## src/rtl/cmdin_reader_pkg.sv

```systemverilog
// rtl/cmdin_reader_pkg.sv - shared command header layout, codes and length decode
package cmdin_reader_pkg;

    localparam int QUEUE_SLOTS = 64;
    localparam int SLOT_BITS   = 6;
    localparam int LEN_BITS    = 7;

    // Header field offsets (LSB of each byte field)
    localparam int HDR_CMD_TYPE_LSB = 0;
    localparam int HDR_NUM_ARGS_LSB = 8;
    localparam int HDR_COMPF_LSB    = 16;
    localparam int HDR_DESTID_LSB   = 32;
    localparam int HDR_VALID_LSB    = 56;

    localparam logic [7:0] ENTRY_VALID = 8'h80;
    localparam logic [7:0] ENTRY_FREE  = 8'h00;

    localparam logic [7:0] EXEC_TASK_CODE      = 8'd0;
    localparam logic [7:0] SETUP_HW_INST_CODE  = 8'd1;
    localparam logic [7:0] EXEC_PERI_TASK_CODE = 8'd5;

    function automatic logic is_known_code(input logic [7:0] code);
        return (code == EXEC_TASK_CODE) || (code == SETUP_HW_INST_CODE) ||
               (code == EXEC_PERI_TASK_CODE);
    endfunction

    // Command length in slots, header included; 0 for an unknown code
    function automatic logic [LEN_BITS-1:0] get_cmd_length(input logic [7:0] code,
                                                           input logic [7:0] num_args);
        logic [LEN_BITS-1:0] two_n;
        two_n = LEN_BITS'({num_args, 1'b0});
        case (code)
            EXEC_TASK_CODE:      get_cmd_length = 7'd3 + two_n;
            SETUP_HW_INST_CODE:  get_cmd_length = 7'd2;
            EXEC_PERI_TASK_CODE: get_cmd_length = 7'd4 + two_n;
            default:             get_cmd_length = 7'd0;
        endcase
    endfunction

endpackage

```

## src/rtl/cmdin_reader_if.sv

```systemverilog
// rtl/cmdin_reader_if.sv - cmdin memory port B plus accelerator command stream
interface cmdin_reader_if #(
    parameter int ACC_BITS = 4
);
    logic                cmdin_en;
    logic [7:0]          cmdin_wr;
    logic [31:0]         cmdin_addr;
    logic [63:0]         cmdin_din;
    logic [63:0]         cmdin_dout;

    logic [63:0]         out_tdata;
    logic                out_tvalid;
    logic                out_tready;
    logic                out_tlast;
    logic [ACC_BITS-1:0] out_tdest;

    modport master (
        output cmdin_en, cmdin_wr, cmdin_addr, cmdin_din,
        input  cmdin_dout,
        output out_tdata, out_tvalid, out_tlast, out_tdest,
        input  out_tready
    );

    modport slave (
        input  cmdin_en, cmdin_wr, cmdin_addr, cmdin_din,
        output cmdin_dout,
        input  out_tdata, out_tvalid, out_tlast, out_tdest,
        output out_tready
    );
endinterface

```

## src/rtl/cmdin_reader.sv

```systemverilog
// rtl/cmdin_reader.sv - round-robin cmdin queue reader streaming commands to accelerators
module cmdin_reader
    import cmdin_reader_pkg::*;
#(
    parameter int NUM_ACCS = 16,
    localparam int ACC_BITS = (NUM_ACCS > 1) ? $clog2(NUM_ACCS) : 1
) (
    input  logic           clk,
    input  logic           rstn,
    cmdin_reader_if.master bus,
    output logic           bad_cmd
);

    typedef enum logic [2:0] {
        READ_HDR,
        CHECK_HDR,
        SEND,
        READ_WORD,
        LOAD,
        CLEAR
    } state_t;

    state_t                state, state_nxt;
    logic [ACC_BITS-1:0]   cur_acc;
    logic [ACC_BITS-1:0]   next_acc;
    logic [SLOT_BITS-1:0]  rd_idx [NUM_ACCS];
    logic [SLOT_BITS-1:0]  head_slot;
    logic [LEN_BITS-1:0]   cnt;
    logic [LEN_BITS-1:0]   len;

    logic [63:0]           tdata_q;
    logic                  tvalid_q;
    logic                  tlast_q;
    logic [ACC_BITS-1:0]   tdest_q;

    logic                  hdr_valid;
    logic                  hdr_known;
    logic [LEN_BITS-1:0]   hdr_len;

    logic                  mem_en;
    logic [7:0]            mem_wr;
    logic [SLOT_BITS-1:0]  mem_slot;
    logic [63:0]           mem_din;

    assign head_slot = rd_idx[cur_acc];
    assign next_acc  = (cur_acc == ACC_BITS'(NUM_ACCS - 1)) ? '0 : cur_acc + 1'b1;
    assign hdr_valid = bus.cmdin_dout[HDR_VALID_LSB +: 8] == ENTRY_VALID;
    assign hdr_known = is_known_code(bus.cmdin_dout[HDR_CMD_TYPE_LSB +: 8]);
    assign hdr_len   = get_cmd_length(bus.cmdin_dout[HDR_CMD_TYPE_LSB +: 8],
                                      bus.cmdin_dout[HDR_NUM_ARGS_LSB +: 8]);

    // State register
    always_ff @(posedge clk) begin
        if (!rstn) begin
            state <= READ_HDR;
        end else begin
            state <= state_nxt;
        end
    end

    // Next-state decode
    always_comb begin
        state_nxt = state;
        case (state)
            READ_HDR:  state_nxt = CHECK_HDR;
            CHECK_HDR: begin
                if (!hdr_valid) begin
                    state_nxt = READ_HDR;
                end else if (!hdr_known) begin
                    state_nxt = CLEAR;
                end else begin
                    state_nxt = SEND;
                end
            end
            SEND: begin
                if (bus.out_tready) begin
                    state_nxt = tlast_q ? CLEAR : READ_WORD;
                end
            end
            READ_WORD: state_nxt = LOAD;
            LOAD:      state_nxt = SEND;
            CLEAR:     state_nxt = READ_HDR;
            default:   state_nxt = READ_HDR;
        endcase
    end

    // Memory port: one access per cycle; the only write clears the header valid byte
    always_comb begin
        mem_en   = 1'b0;
        mem_wr   = 8'h00;
        mem_slot = head_slot;
        mem_din  = 64'd0;
        case (state)
            READ_HDR:  mem_en = 1'b1;
            READ_WORD: begin
                mem_en   = 1'b1;
                mem_slot = head_slot + cnt[SLOT_BITS-1:0];
            end
            CLEAR: begin
                mem_en  = 1'b1;
                mem_wr  = 8'h80;
                mem_din = {ENTRY_FREE, 56'd0};
            end
            default: ;
        endcase
        if (!rstn) begin
            mem_en = 1'b0;
            mem_wr = 8'h00;
        end
    end

    assign bus.cmdin_en   = mem_en;
    assign bus.cmdin_wr   = mem_wr;
    assign bus.cmdin_addr = {23'(cur_acc), mem_slot, 3'b000};
    assign bus.cmdin_din  = mem_din;

    assign bus.out_tdata  = tdata_q;
    assign bus.out_tvalid = tvalid_q;
    assign bus.out_tlast  = tlast_q;
    assign bus.out_tdest  = tdest_q;

    // Datapath: queue pointers, beat counter, stream registers, sticky error
    always_ff @(posedge clk) begin
        if (!rstn) begin
            cur_acc  <= '0;
            for (int i = 0; i < NUM_ACCS; i++) begin
                rd_idx[i] <= '0;
            end
            cnt      <= '0;
            len      <= '0;
            tdata_q  <= '0;
            tvalid_q <= 1'b0;
            tlast_q  <= 1'b0;
            tdest_q  <= '0;
            bad_cmd  <= 1'b0;
        end else begin
            case (state)
                CHECK_HDR: begin
                    if (!hdr_valid) begin
                        cur_acc <= next_acc;
                    end else if (!hdr_known) begin
                        bad_cmd <= 1'b1;
                        len     <= 7'd1;
                    end else begin
                        tdata_q  <= bus.cmdin_dout;
                        len      <= hdr_len;
                        cnt      <= 7'd1;
                        tvalid_q <= 1'b1;
                        tdest_q  <= cur_acc;
                        tlast_q  <= (hdr_len == 7'd1);
                    end
                end
                SEND: begin
                    if (bus.out_tready) begin
                        tvalid_q <= 1'b0;
                        tlast_q  <= 1'b0;
                    end
                end
                LOAD: begin
                    tdata_q  <= bus.cmdin_dout;
                    tvalid_q <= 1'b1;
                    tlast_q  <= (cnt == len - 7'd1);
                    cnt      <= cnt + 7'd1;
                end
                CLEAR: begin
                    rd_idx[cur_acc] <= head_slot + len[SLOT_BITS-1:0];
                    cur_acc         <= next_acc;
                end
                default: ;
            endcase
        end
    end

endmodule

```

## src/flat_wrapper.sv

```systemverilog
// flat-port wrapper written by rule: the top's interface ports become plain ports
module cmdin_reader_flat import cmdin_reader_pkg::*;
#(
    parameter int NUM_ACCS = 16,
    localparam int ACC_BITS = (NUM_ACCS > 1) ? $clog2(NUM_ACCS) : 1
)
  (clk, rstn, bad_cmd, bus_cmdin_en, bus_cmdin_wr, bus_cmdin_addr, bus_cmdin_din, bus_cmdin_dout, bus_out_tdata, bus_out_tvalid, bus_out_tlast, bus_out_tdest, bus_out_tready);
  cmdin_reader_if #(.ACC_BITS((4))) bus_i ();
  input  logic clk;
  input  logic rstn;
  output logic bad_cmd;
  output wire logic [$bits(bus_i.cmdin_en)-1:0] bus_cmdin_en;
  output wire logic [$bits(bus_i.cmdin_wr)-1:0] bus_cmdin_wr;
  output wire logic [$bits(bus_i.cmdin_addr)-1:0] bus_cmdin_addr;
  output wire logic [$bits(bus_i.cmdin_din)-1:0] bus_cmdin_din;
  input wire logic [$bits(bus_i.cmdin_dout)-1:0] bus_cmdin_dout;
  output wire logic [$bits(bus_i.out_tdata)-1:0] bus_out_tdata;
  output wire logic [$bits(bus_i.out_tvalid)-1:0] bus_out_tvalid;
  output wire logic [$bits(bus_i.out_tlast)-1:0] bus_out_tlast;
  output wire logic [$bits(bus_i.out_tdest)-1:0] bus_out_tdest;
  input wire logic [$bits(bus_i.out_tready)-1:0] bus_out_tready;
  assign bus_cmdin_en = bus_i.cmdin_en;
  assign bus_cmdin_wr = bus_i.cmdin_wr;
  assign bus_cmdin_addr = bus_i.cmdin_addr;
  assign bus_cmdin_din = bus_i.cmdin_din;
  assign bus_i.cmdin_dout = bus_cmdin_dout;
  assign bus_out_tdata = bus_i.out_tdata;
  assign bus_out_tvalid = bus_i.out_tvalid;
  assign bus_out_tlast = bus_i.out_tlast;
  assign bus_out_tdest = bus_i.out_tdest;
  assign bus_i.out_tready = bus_out_tready;
  cmdin_reader #(.NUM_ACCS(NUM_ACCS)) u_core (.clk(clk), .rstn(rstn), .bus(bus_i), .bad_cmd(bad_cmd));
endmodule
```

## config.mk

```make
export PLATFORM = sky130hd
export DESIGN_NAME = cmdin_reader_flat
export DESIGN_NICKNAME = d
export VERILOG_FILES = /design/src/rtl/cmdin_reader_pkg.sv /design/src/rtl/cmdin_reader_if.sv /design/src/rtl/cmdin_reader.sv /design/src/flat_wrapper.sv
export SDC_FILE = /design/constraint.sdc
export NUM_CORES = 1
export LEC_CHECK = 0
export CAP_MARGIN = 15
export CORE_MARGIN = 2
export CORE_UTILIZATION = 28
export CTS_CLUSTER_SIZE = 30
export DETAILED_ROUTE_END_ITERATION = 10
export HOLD_SLACK_MARGIN = 0.06
export SYNTH_ARGS = -nofsm -noshare
export SYNTH_HDL_FRONTEND = slang
export SYNTH_SLANG_ARGS = --single-unit
export TNS_END_PERCENT = 5
```

## constraint.sdc

```tcl
create_clock -name clk -period 3.6 [get_ports clk]
set_input_delay 0.36 -clock clk [delete_from_list [all_inputs] [get_ports clk]]
set_output_delay 0.36 -clock clk [all_outputs]
set_load 0.01 [all_outputs]
```

Word-level counts from Yosys, hierarchy flattened
Memories as Yosys holds them, arrays and structs flattened. A register that Yosys moved wholly into a read port is not among the register bits.
Cells that the tools add are included.
{ "totals": {"ram_bits": 96, "memories": 1, "output_inout_bits": 176, "ff_bits": 92} }
{ "mem_list": {"columns": ["name", "words", "width", "rd", "rd_clocked_by_memory_dff", "wr", "line", "rtl"], "rows": [
  ["u_core.rd_idx", 16, 6, 1, 1, 16, "cmdin_reader.sv:26", "logic [SLOT_BITS-1:0] rd_idx [NUM_ACCS];"]
]} }
{ "classes": {"muxes": 37, "add_sub_neg": 7, "eq_ne": 15, "reduce_logical": 15, "bitwise_logic": 1} }
{ "ops": {"columns": ["cell", "n"], "rows": [
  ["64-bit two-way mux", 2],
  ["64-bit one-hot mux with 2 select lines", 1],
  ["7-bit two-way mux", 3],
  ["7-bit one-hot mux with 3 select lines", 1],
  ["4-bit two-way mux", 5],
  ["8-bit two-way mux", 2],
  ["3-bit one-hot mux with 5 select lines", 1],
  ["7-bit one-hot mux with 2 select lines", 1],
  ["6-bit adder", 2],
  ["1-bit two-way mux", 12],
  ["3-bit two-way mux", 4],
  ["6-bit two-way mux", 2],
  ["3-bit AND reduction", 3],
  ["8-bit by 1-bit equality test with 1-bit output (second input constant)", 1],
  ["8-bit by 3-bit equality test with 1-bit output (second input constant)", 1],
  ["8-bit equality test (second input constant)", 1],
  ["8-bit logical NOT", 1],
  ["4-bit one-hot mux with 2 select lines", 1],
  ["2-bit by 7-bit adder with 7-bit output (first input constant)", 1],
  ["3-bit by 7-bit adder with 7-bit output (first input constant)", 1],
  ["7-bit by 1-bit adder with 7-bit output (second input constant)", 1],
  ["7-bit by 1-bit equality test with 1-bit output (second input constant)", 1],
  ["7-bit equality test", 1],
  ["7-bit by 1-bit subtractor with 7-bit output (second input constant)", 1],
  ["other kinds (17)", 25]
]} }

Depth between registers and ports, before layout
Gate-level depths: netlist of the first run.
{ "logic_depth": {"ltp_word": 6, "mapped_depth": 13, "mapped_depth_nobuf": 10} }

Worst setup path before layout of the first run
No wires, ideal clock.
{ "synth_timing": {"path_type": "reg-to-reg", "from": "reg with a tool-made name", "to": "mem u_core.rd_idx[0][4] (data pin)", "path_stages_with_launch": 14, "t_arrival_ps": 3134, "path_buffers": 3, "setup_ps": 265, "slack_ps": 201, "required_ps": 3335, "path_cell_list": "dfxtp_1 > buf_6 > buf_2 > mux4_2 > mux4_2 > ha_1 > inv_1 > fa_1 > nor2b_1 > o21ai_0 > nand2_1 > xnor2_1 > clkbuf_1 > nor2_1"} }
{ "synth_lines": {"columns": ["element", "line"], "rows": [
  ["end, declared", "cmdin_reader.sv:26"]
]} }

==> run summary, run 1 <==
Syn Inst Count - 937
most frequent cells in the layout - nand2_1 (174), clkdlybuf4s50_1 (143), nor2_1 (103)
CTS H-tree lvls - 4
fin worst setup slack - -0.0232 ns
TritonCTS clock tree - built
largest net degree at the start of global routing - 81
drt first pass iters - 5
Setup crit end kind - primary output
critical path type - register to primary output
RSZ-0062 raised after global routing - yes
share of cells above drive strength 1 - 12.1%
status - finished with violations
failing checks - setup timing
Cell variety after synth - 61
Sink Count - 192
sequential-to-total area share from yosys stat - 50.1%
Worst-Margin Slew - 0.745 ns
vias in the first global route - 6630
total CTS buffers - 17
Clk Latency, worst-skew pair - 0.43 ns
maximum VDD drop - 0.246 mV
DRT iter0 DRCs - 538
commonest non-fill, non-tap cell in the layout - nand2_1
final net count - 1183
Max-slew headroom - 50.2%
Crit Path Max Fanout - 5
fin cells - 1556
final setup TNS - -0.0232 ns
critical-path cell list - buf_12, mux4_2, mux4_2, ha_4, or3b_4, a31oi_1, a211o_1, xor2_1, buf_2
cell family with most CP delay - multiplexers
Pwr Density - 391 nW/um^2
CP max stage cell - mux4_2
GRT Total Usage - 13.9%
Antenna diodes - 0
Port Buffers - 149
Clock Tree Root - clkbuf_16
pre-CTS setup slack - -0.164 ns
synth top area cells - edfxtp_1 (30%), dfxtp_1 (20%), buf_4 (7.3%)
Reg2Reg Setup Slack - 0.26 ns
Tot Pwr - 4.74 mW
Critical Path Start Type - register
initial antenna violation count - 0
vias - 6974
post-synth top area cell - edfxtp_1
syn avg cell area - 10.2 um^2
Max stage delay on crit path - 0.56 ns
Post-Syn Area - 9580 um^2
pins over their slew limit - 0
final hold vios - 0
IO Pins - 243
Top FF cell, synth - edfxtp_1
fillers - 3355
row count - 67
CP Buf/Inv Count - 2
Max clock buf depth - 2
Synth warnings - 0
die area - 35700 um^2
Post-DP Area - 11400 um^2
clock skew - 0.0168 ns
hold buffers post-CTS - 0
Max Fclk - 276 MHz
fin area - 12100 um^2
vias per cell - 4.48
chip width - 189 um
drt drc - 0
Area Overhead vs Synth - 26.6%
total wire length - 24.8 mm
Die Span Y - 189 um
number of synthesized flops with an enable pin - 96
first-pass GRT wire length - 38.7 mm
most used cell, CP - mux4_2
worst min-delay path class - register to register
part of the cycle the worst path needs - 101%
worst path required time - 3.24 ns
Inst Count DP - 1521
clk slew on worst S/H paths - 0.06 ns
grt ovf - 0
Data arrival, critical path - 3.26 ns
leakage power - 4.31 nW
dpl hpwl - 18.0 mm
MaxCap Viol Count - 0
post-route ant nets - 0
core area - 33600 um^2
endpoints failing setup - 1
Synth Register Bits - 192
post-synth top area share - 30.1%
Initial Utilization - 28.5%
min cycle time layout - 3.62 ns
asr flop ratio synth - 0%
drt wl/cell - 16.0 um
GPL Wtd Cong - 0.778
==> through the flow <==
stage,hold WS (ns),utilization [%]
after CTS,0.456,36.2
final,0.456,36.1
after global placement,0.442,34.0
after global routing,0.463,36.1
after floorplan,0.479,-
after detailed placement,0.447,34.0
==> path summary, 6_finish.rpt <==
check,from,end,cells after the start
max,register,bus_cmdin_addr[8],9
min,u_core.bus.out_tdata[62],u_core.bus.out_tdata[62],2
max reg2reg,register,u_core.rd_idx[0][4],12
min reg2reg,u_core.bus.out_tdata[62],u_core.bus.out_tdata[62],2
==> power breakdown <==
group          internal (mW)  leakage (nW)  switching [mW]
combinational          0.222          2.25           0.254
sequential              2.33          1.77          0.0246
clock                   1.02         0.294           0.890
==> cells in the mapped netlist (3+ instances only) <==
cell	instances
inv_1	18
a21oi_1	17
a211o_1	3
a22oi_1	4
a21boi_1	5
xor2_1	7
a31oi_1	7
and2_1	10
nand3_1	11
xnor2_1	18
nor3b_1	4
nand4_1	3
a21boi_0	61
nor4b_1	5
ha_1	18
buf_1	4
o21ai_0	16
edfxtp_1	96
nor3_1	5
nand2_1	174
nor2_2	9
nor2_1	104
mux2i_1	4
mux4_2	29
clkbuf_1	36
dfxtp_1	96
and3_1	3
nor4_1	3
buf_4	93
buf_2	8
nor2b_1	21
nand2b_1	7
==> routing by layer <==
layer,vias up,part of all wire [%],wire [um],GRT usage [%]
li1,3347,-,-,-
met1,3403,45,11300,19.0
met2,205,49,12100,22.4
met3,19,4.5,1110,2.26
met4,0,1.5,368,4.15
met5,-,0,0,0
==> flip-flops by register name, summed over array words and instances (netlist names), named ones only <==
register,flops
u_core.bad_cmd,1
u_core.bus.out_tdata,64
u_core.bus.out_tdest,4
u_core.bus.out_tlast,1
u_core.bus.out_tvalid,1
u_core.cnt,7
u_core.cur_acc,4
u_core.len,7
u_core.rd_idx,96
u_core.state,3
==> worst register-to-register path, delay by kind of cell (launching register included) <==
kind,cells,cell delay [ns]
muxes,2,1.07
xor gates and xnor gates,1,0.16
buffers and inverters,4,0.69
AOI/OAI and AO/OA,1,0.14
adders and majority gates,1,0.32
and+or+nand+nor,3,0.31
DFF,1,0.40
==> area by class of cell <==
class,instances,area (um^2),area share (%)
Timing Repair Buffer,191,1880,15.5
Clock inverter,13,144,1.19
Clock buffer,18,450,3.71
Inverter,18,70.1,0.578
Tap cell,448,561,4.62
Multi-Input combinational cell,676,4220,34.7
Sequential cell,192,4810,39.6
==> cell families (layout without fill, tap and decap cells) <==
kind of cell    Yosys count  after routing  share of synthesized area (%)
mux                      35             35                           7.63
flops                   192            192                           50.1
fa+ha+maj                20             20                           2.77
other cells               1             93                         0.0391
simple gates            370            370                           17.1
compound gates          132            132                           9.56
xor+xnor                 26             26                           2.55
buf+inv                 161            240                           10.2
==> repair_timing <==
item	in CTS	in global routing
resized for setup	38	5
setup buffers	3	1
pin swaps	13	4
endpoints found under the setup margin	5	5
cloned	2	0
Power figures use the tool's default switching activity.
==> inputs of run 2 (changes only) <==
--- a/config.mk
+++ b/config.mk
@@ -10,6 +10,7 @@
 export CORE_UTILIZATION = 28
 export CTS_CLUSTER_SIZE = 30
 export DETAILED_ROUTE_END_ITERATION = 10
+export GPL_ROUTABILITY_DRIVEN = 0
 export HOLD_SLACK_MARGIN = 0.06
 export SYNTH_ARGS = -nofsm -noshare
 export SYNTH_HDL_FRONTEND = slang
==> results of run 2 <==
The final DEF is identical to that of run 1; final timing and power are the same.
